--- src/rtl/pipe_scoreboard_if.sv ---
// Decode/writeback signal bundle for pipe_scoreboard: decode drives through master,
// the scoreboard consumes it through slave.
interface pipe_scoreboard_if #(
  parameter int unsigned REG_ADDR_W = 5,
  parameter int unsigned LAT_W      = 3,
  parameter int unsigned CNT_W      = 6
);
  logic                  issue_valid;
  logic                  issue_ready;
  logic                  flush;
  logic [REG_ADDR_W-1:0] rs1;
  logic                  rs1_file;
  logic                  rs1_use;
  logic [REG_ADDR_W-1:0] rs2;
  logic                  rs2_file;
  logic                  rs2_use;
  logic [REG_ADDR_W-1:0] rd;
  logic                  rd_file;
  logic                  rd_we;
  logic [LAT_W-1:0]      rd_lat;
  logic                  wb_valid;
  logic [REG_ADDR_W-1:0] wb_rd;
  logic                  wb_file;
  logic                  fwd_a;
  logic                  fwd_b;
  logic                  stall;
  logic [CNT_W-1:0]      pending_count;
  logic                  drained;

  modport master (
    output issue_valid, flush, rs1, rs1_file, rs1_use, rs2, rs2_file, rs2_use,
           rd, rd_file, rd_we, rd_lat, wb_valid, wb_rd, wb_file,
    input  issue_ready, fwd_a, fwd_b, stall, pending_count, drained
  );

  modport slave (
    input  issue_valid, flush, rs1, rs1_file, rs1_use, rs2, rs2_file, rs2_use,
           rd, rd_file, rd_we, rd_lat, wb_valid, wb_rd, wb_file,
    output issue_ready, fwd_a, fwd_b, stall, pending_count, drained
  );
endinterface

--- src/rtl/pipe_scoreboard.sv ---
// Register scoreboard / hazard unit for the variable-latency execute pipeline.
// Define SCOREBOARD_STATS_EN to add saturating stall statistics outputs.
module pipe_scoreboard #(
  parameter int unsigned REG_ADDR_W = 5,
  parameter int unsigned NUM_REGS   = 32,
  parameter int unsigned MAX_LAT    = 4,
  parameter int unsigned LAT_W      = 3,
  parameter int unsigned CNT_W      = 6
) (
  input  logic              clk,
  input  logic              rst,
  pipe_scoreboard_if.slave  sb
`ifdef SCOREBOARD_STATS_EN
  ,
  output logic [31:0]       stat_stall_cycles,
  output logic [15:0]       stat_raw_stalls,
  output logic [15:0]       stat_waw_stalls
`endif
);

  logic [NUM_REGS-1:0] busy_q [2];
  logic [NUM_REGS-1:0] busy_d [2];
  logic [LAT_W-1:0]    rem_q  [2][NUM_REGS];
  logic [LAT_W-1:0]    rem_d  [2][NUM_REGS];
  logic [CNT_W-1:0]    count_q, count_d;
  logic                drained_q;

  logic             wb_hit_a, wb_hit_b, wb_hit_w;
  logic             busy_a, busy_b, busy_w;
  logic             raw_a, raw_b, waw, fire, stall;
  logic [LAT_W-1:0] eff_lat;

  // Int x0 is never set busy, so no extra masking is needed on the lookups.
  assign busy_a   = busy_q[sb.rs1_file][sb.rs1];
  assign busy_b   = busy_q[sb.rs2_file][sb.rs2];
  assign busy_w   = busy_q[sb.rd_file][sb.rd];
  assign wb_hit_a = sb.wb_valid & (sb.wb_file == sb.rs1_file) & (sb.wb_rd == sb.rs1);
  assign wb_hit_b = sb.wb_valid & (sb.wb_file == sb.rs2_file) & (sb.wb_rd == sb.rs2);
  assign wb_hit_w = sb.wb_valid & (sb.wb_file == sb.rd_file) & (sb.wb_rd == sb.rd);

  always_comb begin
    if (sb.rd_lat == '0) begin
      eff_lat = LAT_W'(1);
    end else if (sb.rd_lat > LAT_W'(MAX_LAT)) begin
      eff_lat = LAT_W'(MAX_LAT);
    end else begin
      eff_lat = sb.rd_lat;
    end
  end

  assign raw_a = sb.rs1_use & busy_a & ~wb_hit_a;
  assign raw_b = sb.rs2_use & busy_b & ~wb_hit_b;
  // Block a younger write that could land before an older in-flight one.
  assign waw   = sb.rd_we & busy_w & ~wb_hit_w & (rem_q[sb.rd_file][sb.rd] >= eff_lat);

  assign sb.issue_ready   = ~raw_a & ~raw_b & ~waw;
  assign sb.fwd_a         = sb.rs1_use & busy_a & wb_hit_a;
  assign sb.fwd_b         = sb.rs2_use & busy_b & wb_hit_b;
  assign stall            = sb.issue_valid & ~sb.issue_ready;
  assign sb.stall         = stall;
  assign fire             = sb.issue_valid & sb.issue_ready & ~sb.flush;
  assign sb.pending_count = count_q;
  assign sb.drained       = drained_q;

  always_comb begin
    busy_d  = busy_q;
    rem_d   = rem_q;
    count_d = '0;
    for (int f = 0; f < 2; f++) begin
      for (int r = 0; r < NUM_REGS; r++) begin
        if (busy_q[f][r] && rem_q[f][r] != '0) begin
          rem_d[f][r] = rem_q[f][r] - LAT_W'(1);
        end
        if (busy_q[f][r] && sb.wb_valid && sb.wb_file == f[0] &&
            sb.wb_rd == r[REG_ADDR_W-1:0]) begin
          busy_d[f][r] = 1'b0;
          rem_d[f][r]  = '0;
        end
        // A new issue to the same entry overrides a coincident writeback.
        if (fire && sb.rd_we && sb.rd_file == f[0] && sb.rd == r[REG_ADDR_W-1:0] &&
            !(f == 0 && r == 0)) begin
          busy_d[f][r] = 1'b1;
          rem_d[f][r]  = eff_lat;
        end
        count_d = count_d + CNT_W'(busy_d[f][r]);
      end
    end
  end

  always_ff @(posedge clk or negedge rst) begin
    if (!rst) begin
      for (int f = 0; f < 2; f++) begin
        busy_q[f] <= '0;
        for (int r = 0; r < NUM_REGS; r++) begin
          rem_q[f][r] <= '0;
        end
      end
      count_q   <= '0;
      drained_q <= 1'b1;
    end else begin
      busy_q    <= busy_d;
      rem_q     <= rem_d;
      count_q   <= count_d;
      drained_q <= (count_d == '0);
    end
  end

`ifdef SCOREBOARD_STATS_EN
  logic [31:0] stall_cnt_q;
  logic [15:0] raw_cnt_q, waw_cnt_q;
  logic        raw_any;

  assign raw_any = raw_a | raw_b;

  always_ff @(posedge clk or negedge rst) begin
    if (!rst) begin
      stall_cnt_q <= '0;
      raw_cnt_q   <= '0;
      waw_cnt_q   <= '0;
    end else if (stall) begin
      if (stall_cnt_q != '1) stall_cnt_q <= stall_cnt_q + 32'd1;
      if (raw_any && raw_cnt_q != '1) raw_cnt_q <= raw_cnt_q + 16'd1;
      if (!raw_any && waw && waw_cnt_q != '1) waw_cnt_q <= waw_cnt_q + 16'd1;
    end
  end

  assign stat_stall_cycles = stall_cnt_q;
  assign stat_raw_stalls   = raw_cnt_q;
  assign stat_waw_stalls   = waw_cnt_q;
`endif

endmodule

--- src/flat_wrapper.sv ---
// flat-port wrapper written by rule: the top's interface ports become plain ports
module pipe_scoreboard_flat 
#(
  parameter int unsigned REG_ADDR_W = 5,
  parameter int unsigned NUM_REGS   = 32,
  parameter int unsigned MAX_LAT    = 4,
  parameter int unsigned LAT_W      = 3,
  parameter int unsigned CNT_W      = 6
)
  (clk, rst, sb_issue_valid, sb_flush, sb_rs1, sb_rs1_file, sb_rs1_use, sb_rs2, sb_rs2_file, sb_rs2_use, sb_rd, sb_rd_file, sb_rd_we, sb_rd_lat, sb_wb_valid, sb_wb_rd, sb_wb_file, sb_issue_ready, sb_fwd_a, sb_fwd_b, sb_stall, sb_pending_count, sb_drained);
  pipe_scoreboard_if #(.REG_ADDR_W(REG_ADDR_W), .LAT_W(LAT_W), .CNT_W(CNT_W)) sb_i ();
  input  logic clk;
  input  logic rst;
  input wire logic [$bits(sb_i.issue_valid)-1:0] sb_issue_valid;
  input wire logic [$bits(sb_i.flush)-1:0] sb_flush;
  input wire logic [$bits(sb_i.rs1)-1:0] sb_rs1;
  input wire logic [$bits(sb_i.rs1_file)-1:0] sb_rs1_file;
  input wire logic [$bits(sb_i.rs1_use)-1:0] sb_rs1_use;
  input wire logic [$bits(sb_i.rs2)-1:0] sb_rs2;
  input wire logic [$bits(sb_i.rs2_file)-1:0] sb_rs2_file;
  input wire logic [$bits(sb_i.rs2_use)-1:0] sb_rs2_use;
  input wire logic [$bits(sb_i.rd)-1:0] sb_rd;
  input wire logic [$bits(sb_i.rd_file)-1:0] sb_rd_file;
  input wire logic [$bits(sb_i.rd_we)-1:0] sb_rd_we;
  input wire logic [$bits(sb_i.rd_lat)-1:0] sb_rd_lat;
  input wire logic [$bits(sb_i.wb_valid)-1:0] sb_wb_valid;
  input wire logic [$bits(sb_i.wb_rd)-1:0] sb_wb_rd;
  input wire logic [$bits(sb_i.wb_file)-1:0] sb_wb_file;
  output wire logic [$bits(sb_i.issue_ready)-1:0] sb_issue_ready;
  output wire logic [$bits(sb_i.fwd_a)-1:0] sb_fwd_a;
  output wire logic [$bits(sb_i.fwd_b)-1:0] sb_fwd_b;
  output wire logic [$bits(sb_i.stall)-1:0] sb_stall;
  output wire logic [$bits(sb_i.pending_count)-1:0] sb_pending_count;
  output wire logic [$bits(sb_i.drained)-1:0] sb_drained;
  assign sb_i.issue_valid = sb_issue_valid;
  assign sb_i.flush = sb_flush;
  assign sb_i.rs1 = sb_rs1;
  assign sb_i.rs1_file = sb_rs1_file;
  assign sb_i.rs1_use = sb_rs1_use;
  assign sb_i.rs2 = sb_rs2;
  assign sb_i.rs2_file = sb_rs2_file;
  assign sb_i.rs2_use = sb_rs2_use;
  assign sb_i.rd = sb_rd;
  assign sb_i.rd_file = sb_rd_file;
  assign sb_i.rd_we = sb_rd_we;
  assign sb_i.rd_lat = sb_rd_lat;
  assign sb_i.wb_valid = sb_wb_valid;
  assign sb_i.wb_rd = sb_wb_rd;
  assign sb_i.wb_file = sb_wb_file;
  assign sb_issue_ready = sb_i.issue_ready;
  assign sb_fwd_a = sb_i.fwd_a;
  assign sb_fwd_b = sb_i.fwd_b;
  assign sb_stall = sb_i.stall;
  assign sb_pending_count = sb_i.pending_count;
  assign sb_drained = sb_i.drained;
  pipe_scoreboard #(.REG_ADDR_W(REG_ADDR_W), .NUM_REGS(NUM_REGS), .MAX_LAT(MAX_LAT), .LAT_W(LAT_W), .CNT_W(CNT_W)) u_core (.clk(clk), .rst(rst), .sb(sb_i));
endmodule
--- config.mk ---
export PLATFORM = sky130hd
export DESIGN_NAME = pipe_scoreboard_flat
export DESIGN_NICKNAME = d
export VERILOG_FILES = /design/src/rtl/pipe_scoreboard_if.sv /design/src/rtl/pipe_scoreboard.sv /design/src/flat_wrapper.sv
export SDC_FILE = /design/constraint.sdc
export NUM_CORES = 1
export LEC_CHECK = 0
export ABC_AREA = 1
export ABC_CLOCK_PERIOD_IN_PS = 7870
export CORE_ASPECT_RATIO = 1.25
export CORE_UTILIZATION = 40
export DETAILED_ROUTE_END_ITERATION = 10
export HOLD_SLACK_MARGIN = 0.03
export PLACE_DENSITY_LB_ADDON = 0.05
export SYNTH_ARGS = -nofsm -noshare
export SYNTH_HDL_FRONTEND = slang
export SYNTH_SLANG_ARGS = --single-unit
--- constraint.sdc ---
create_clock -name clk -period 7.87 [get_ports clk]
set_input_delay 1.574 -clock clk [delete_from_list [all_inputs] [get_ports clk]]
set_output_delay 1.574 -clock clk [all_outputs]
set_load 0.005 [all_outputs]
==> results.toml <==
[sta]
finalSetupViolCount = 7
slew_viol_final = 0
fmax_ghz = 0.102
timing.max_slew.rel_slack_pct = 39.7
fin_setup_tns_ns = -12.00
finalHoldViolCount = 0
min_period_ns = 9.83
rsz0062_at_grt = "yes"
tightestPinTransition_ns = 0.904
fin_skew_ns = 0.0372
setup_ws_ns = -1.96
post-route-period-util_pct = 125

[logic_synthesis]
yosysMostFrequentCell = "nand2_1"
yosysTopAreaCell = "dfrtp_1"
syn_inst = 3578
synth_area_mm2 = 0.0241
synthFlopType = "dfrtp_1"
synth.cells.most_frequent = "844 x nand2_1, 581 x inv_1, 380 x nor2_1"
synth.area.top_cells = "dfrtp_1 27%, nand2_1 13%, inv_1 9.1%"
async_reset_ff_share_pct = 100
synth-seq-cells = 263
ys_warn_count = 0
synth_edf_count = 0
synth_top_area_share_pct = 27.2
synth.avg_cell_area_um2 = 6.73
ys_seq_area_share_pct = 27.3
syn_nets = 3811
ys_types = 48

[clock_network]
cts_buffers = 37
cts_root_buffer = "clkbuf_16"
cts_tree = "yes"
path_clk_slew_ns = 0.06
htreeDepth = 2
cts_hold_buf = 0
worstSkewPairLatency_ns = 0.58
cts_buffer_depth = 3
cts.sinks = 263

[final_layout]
syn2layout_area_growth_pct = 39.5
multi_input_area_mm2 = 0.0154
final_area_mm2 = 0.0336
register_area_mm2 = 0.00658
final_core_util_pct = 56.4
drive_gt1_share_pct = 25.3
finalNetCount = 4538
fillers = 5650
n_antenna_cell = 0

[placement]
place_area_mm2 = 0.0310
hpwl_mm = 84.4
gp_congestion = 1.02
port_buffers = 45

[critical_path]
critPathArrivalTime_ns = 10.32
setup.worst_path.end_class = "flop"
crit_buf_inv = 14
cp_top_family = "adder cells"
slowest_delay_ns = 0.62
critical_path.most_common_cell = "fa_1"
path_class = "in2reg"
start_kind = "input port"
required_ns = 8.37
slowest_stage = "fa_2"
path_max_fanout = 5

[drt]
vias_per_cell = 5.32
avgRoutedWirePerCell_um = 21.8
dr.first_iter.drc_count = 2091
num_vias = 27123
drc = 0
totalWireLength_mm = 111
dr.pass1.iters = 6
antenna_left = 0

[job]
cap_viol_max_count = 0

[floorplanning]
core_mm2 = 0.0596
pin_count = 46
die_h_um = 276
fp-row-count = 100
die-area_mm2 = 0.0612
die_w_um = 222
start_util_pct = 40.4

[global_route]
antenna_found_initial = 2
overflow = 0
grt_pass1_wl_mm = 166
grt_use_total_pct = 36.1
grt_max_degree = 117
grt_pass1_vias = 27041

[outcome]
outcome = "finished, violations left"
violations = "setup timing"

[worst_hold_path]
hp-class = "reg2reg"
## registers in the layout (all words and copies together), names as in the netlist
| signal | count |
|---|---|
| u_core.sb.pending_count | 6 |
| u_core.busy_q | 64 |
| u_core.sb.drained | 1 |
| u_core.rem_q | 192 |
## layout by cell type (no fill, tap or decap), types with 40 or more instances in the layout
cell / n
dfrtp_1: 262
nand3_1: 207
clkbuf_16: 40
buf_4: 714
ha_1: 143
nor3_1: 102
o21ai_0: 215
nand4_1: 105
o21ai_1: 65
xor2_1: 47
a21oi_1: 153
nand2_1: 841
inv_1: 565
nor2_1: 374
buf_12: 45
fa_1: 43
## layer usage
layer  part of all wire, %  GRT usage, %  wire (um)  up-vias
li1                      -             -          -    12942
met1                    41          45.2      46000    12905
met2                    47          60.6      51900     1004
met3                   6.1          5.18       6750      270
met4                   5.9          18.1       6500        2
met5                0.0099             0         11        -
## worst register-to-register path: cells and delay by family (launching register included)
kind | cells | cell delay, ns
flip-flops | 1 | 0.37
AND/OR/NAND/NOR | 9 | 1.15
buffers and inverters | 11 | 1.16
AO/OA/AOI/OAI | 9 | 0.85
adder cells (fa/ha/maj) | 11 | 4.98
XOR/XNOR | 1 | 0.17
## metrics by stage
stage / std cells / setup WS, ns / hold slack (ns)
floorplan: 3578 / -1.81 / 0.449
global placement: 4984 / -3.61 / 0.464
detailed placement: 4984 / -3.62 / 0.469
CTS: 5084 / -1.90 / 0.483
global route: 5098 / -2.15 / 0.505
finish: 5098 / -1.96 / 0.485
## logic make-up after synthesis
group | count (synthesis) | share of synthesized area (%)
xor+xnor | 70 | 2.54
flops | 263 | 27.3
simple gates | 1738 | 33.4
fa+ha+maj | 198 | 12.0
buf+inv | 741 | 12.3
compound gates | 568 | 12.5
## timing repair
item                                   4_1_cts  5_1_grt
endpoints found under the hold margin        0        0
gates resized for setup                    173       98
setup buffers                               28       17
setup endpoints to repair                    7        7
pin swaps                                   60       31
cloned                                       7        0
## layout make-up
| type | count | area share, % |
|---|---|---|
| Timing Repair Buffer | 828 | 21.1 |
| Clock buffer | 51 | 3.25 |
| Inverter | 598 | 6.83 |
| Tap cell | 765 | 2.85 |
| Multi-Input combinational cell | 2574 | 45.8 |
| Timing Repair inverter | 3 | 0.0931 |
| Sequential cell | 263 | 19.6 |
| Clock inverter | 16 | 0.428 |
## worst paths after layout
kind                                   startpoint           endpoint  slack [ns]  cells past startpoint
worst max-delay path                     sb_rd[1]  u_core.sb.drained       -1.96                     45
worst min-delay path            u_core.rem_q[127]  u_core.rem_q[127]        0.48                      2
worst max register to register   u_core.rem_q[49]  u_core.sb.drained       -0.92                     41
worst min register to register  u_core.rem_q[127]  u_core.rem_q[127]        0.48                      2
max in group asynchronous                     rst  u_core.rem_q[129]        5.37                      2
min in group asynchronous                     rst   u_core.rem_q[61]        1.02                      1
Power is not shown: default switching activity piles up to over one toggle a cycle in this logic, so the estimate is an artifact.
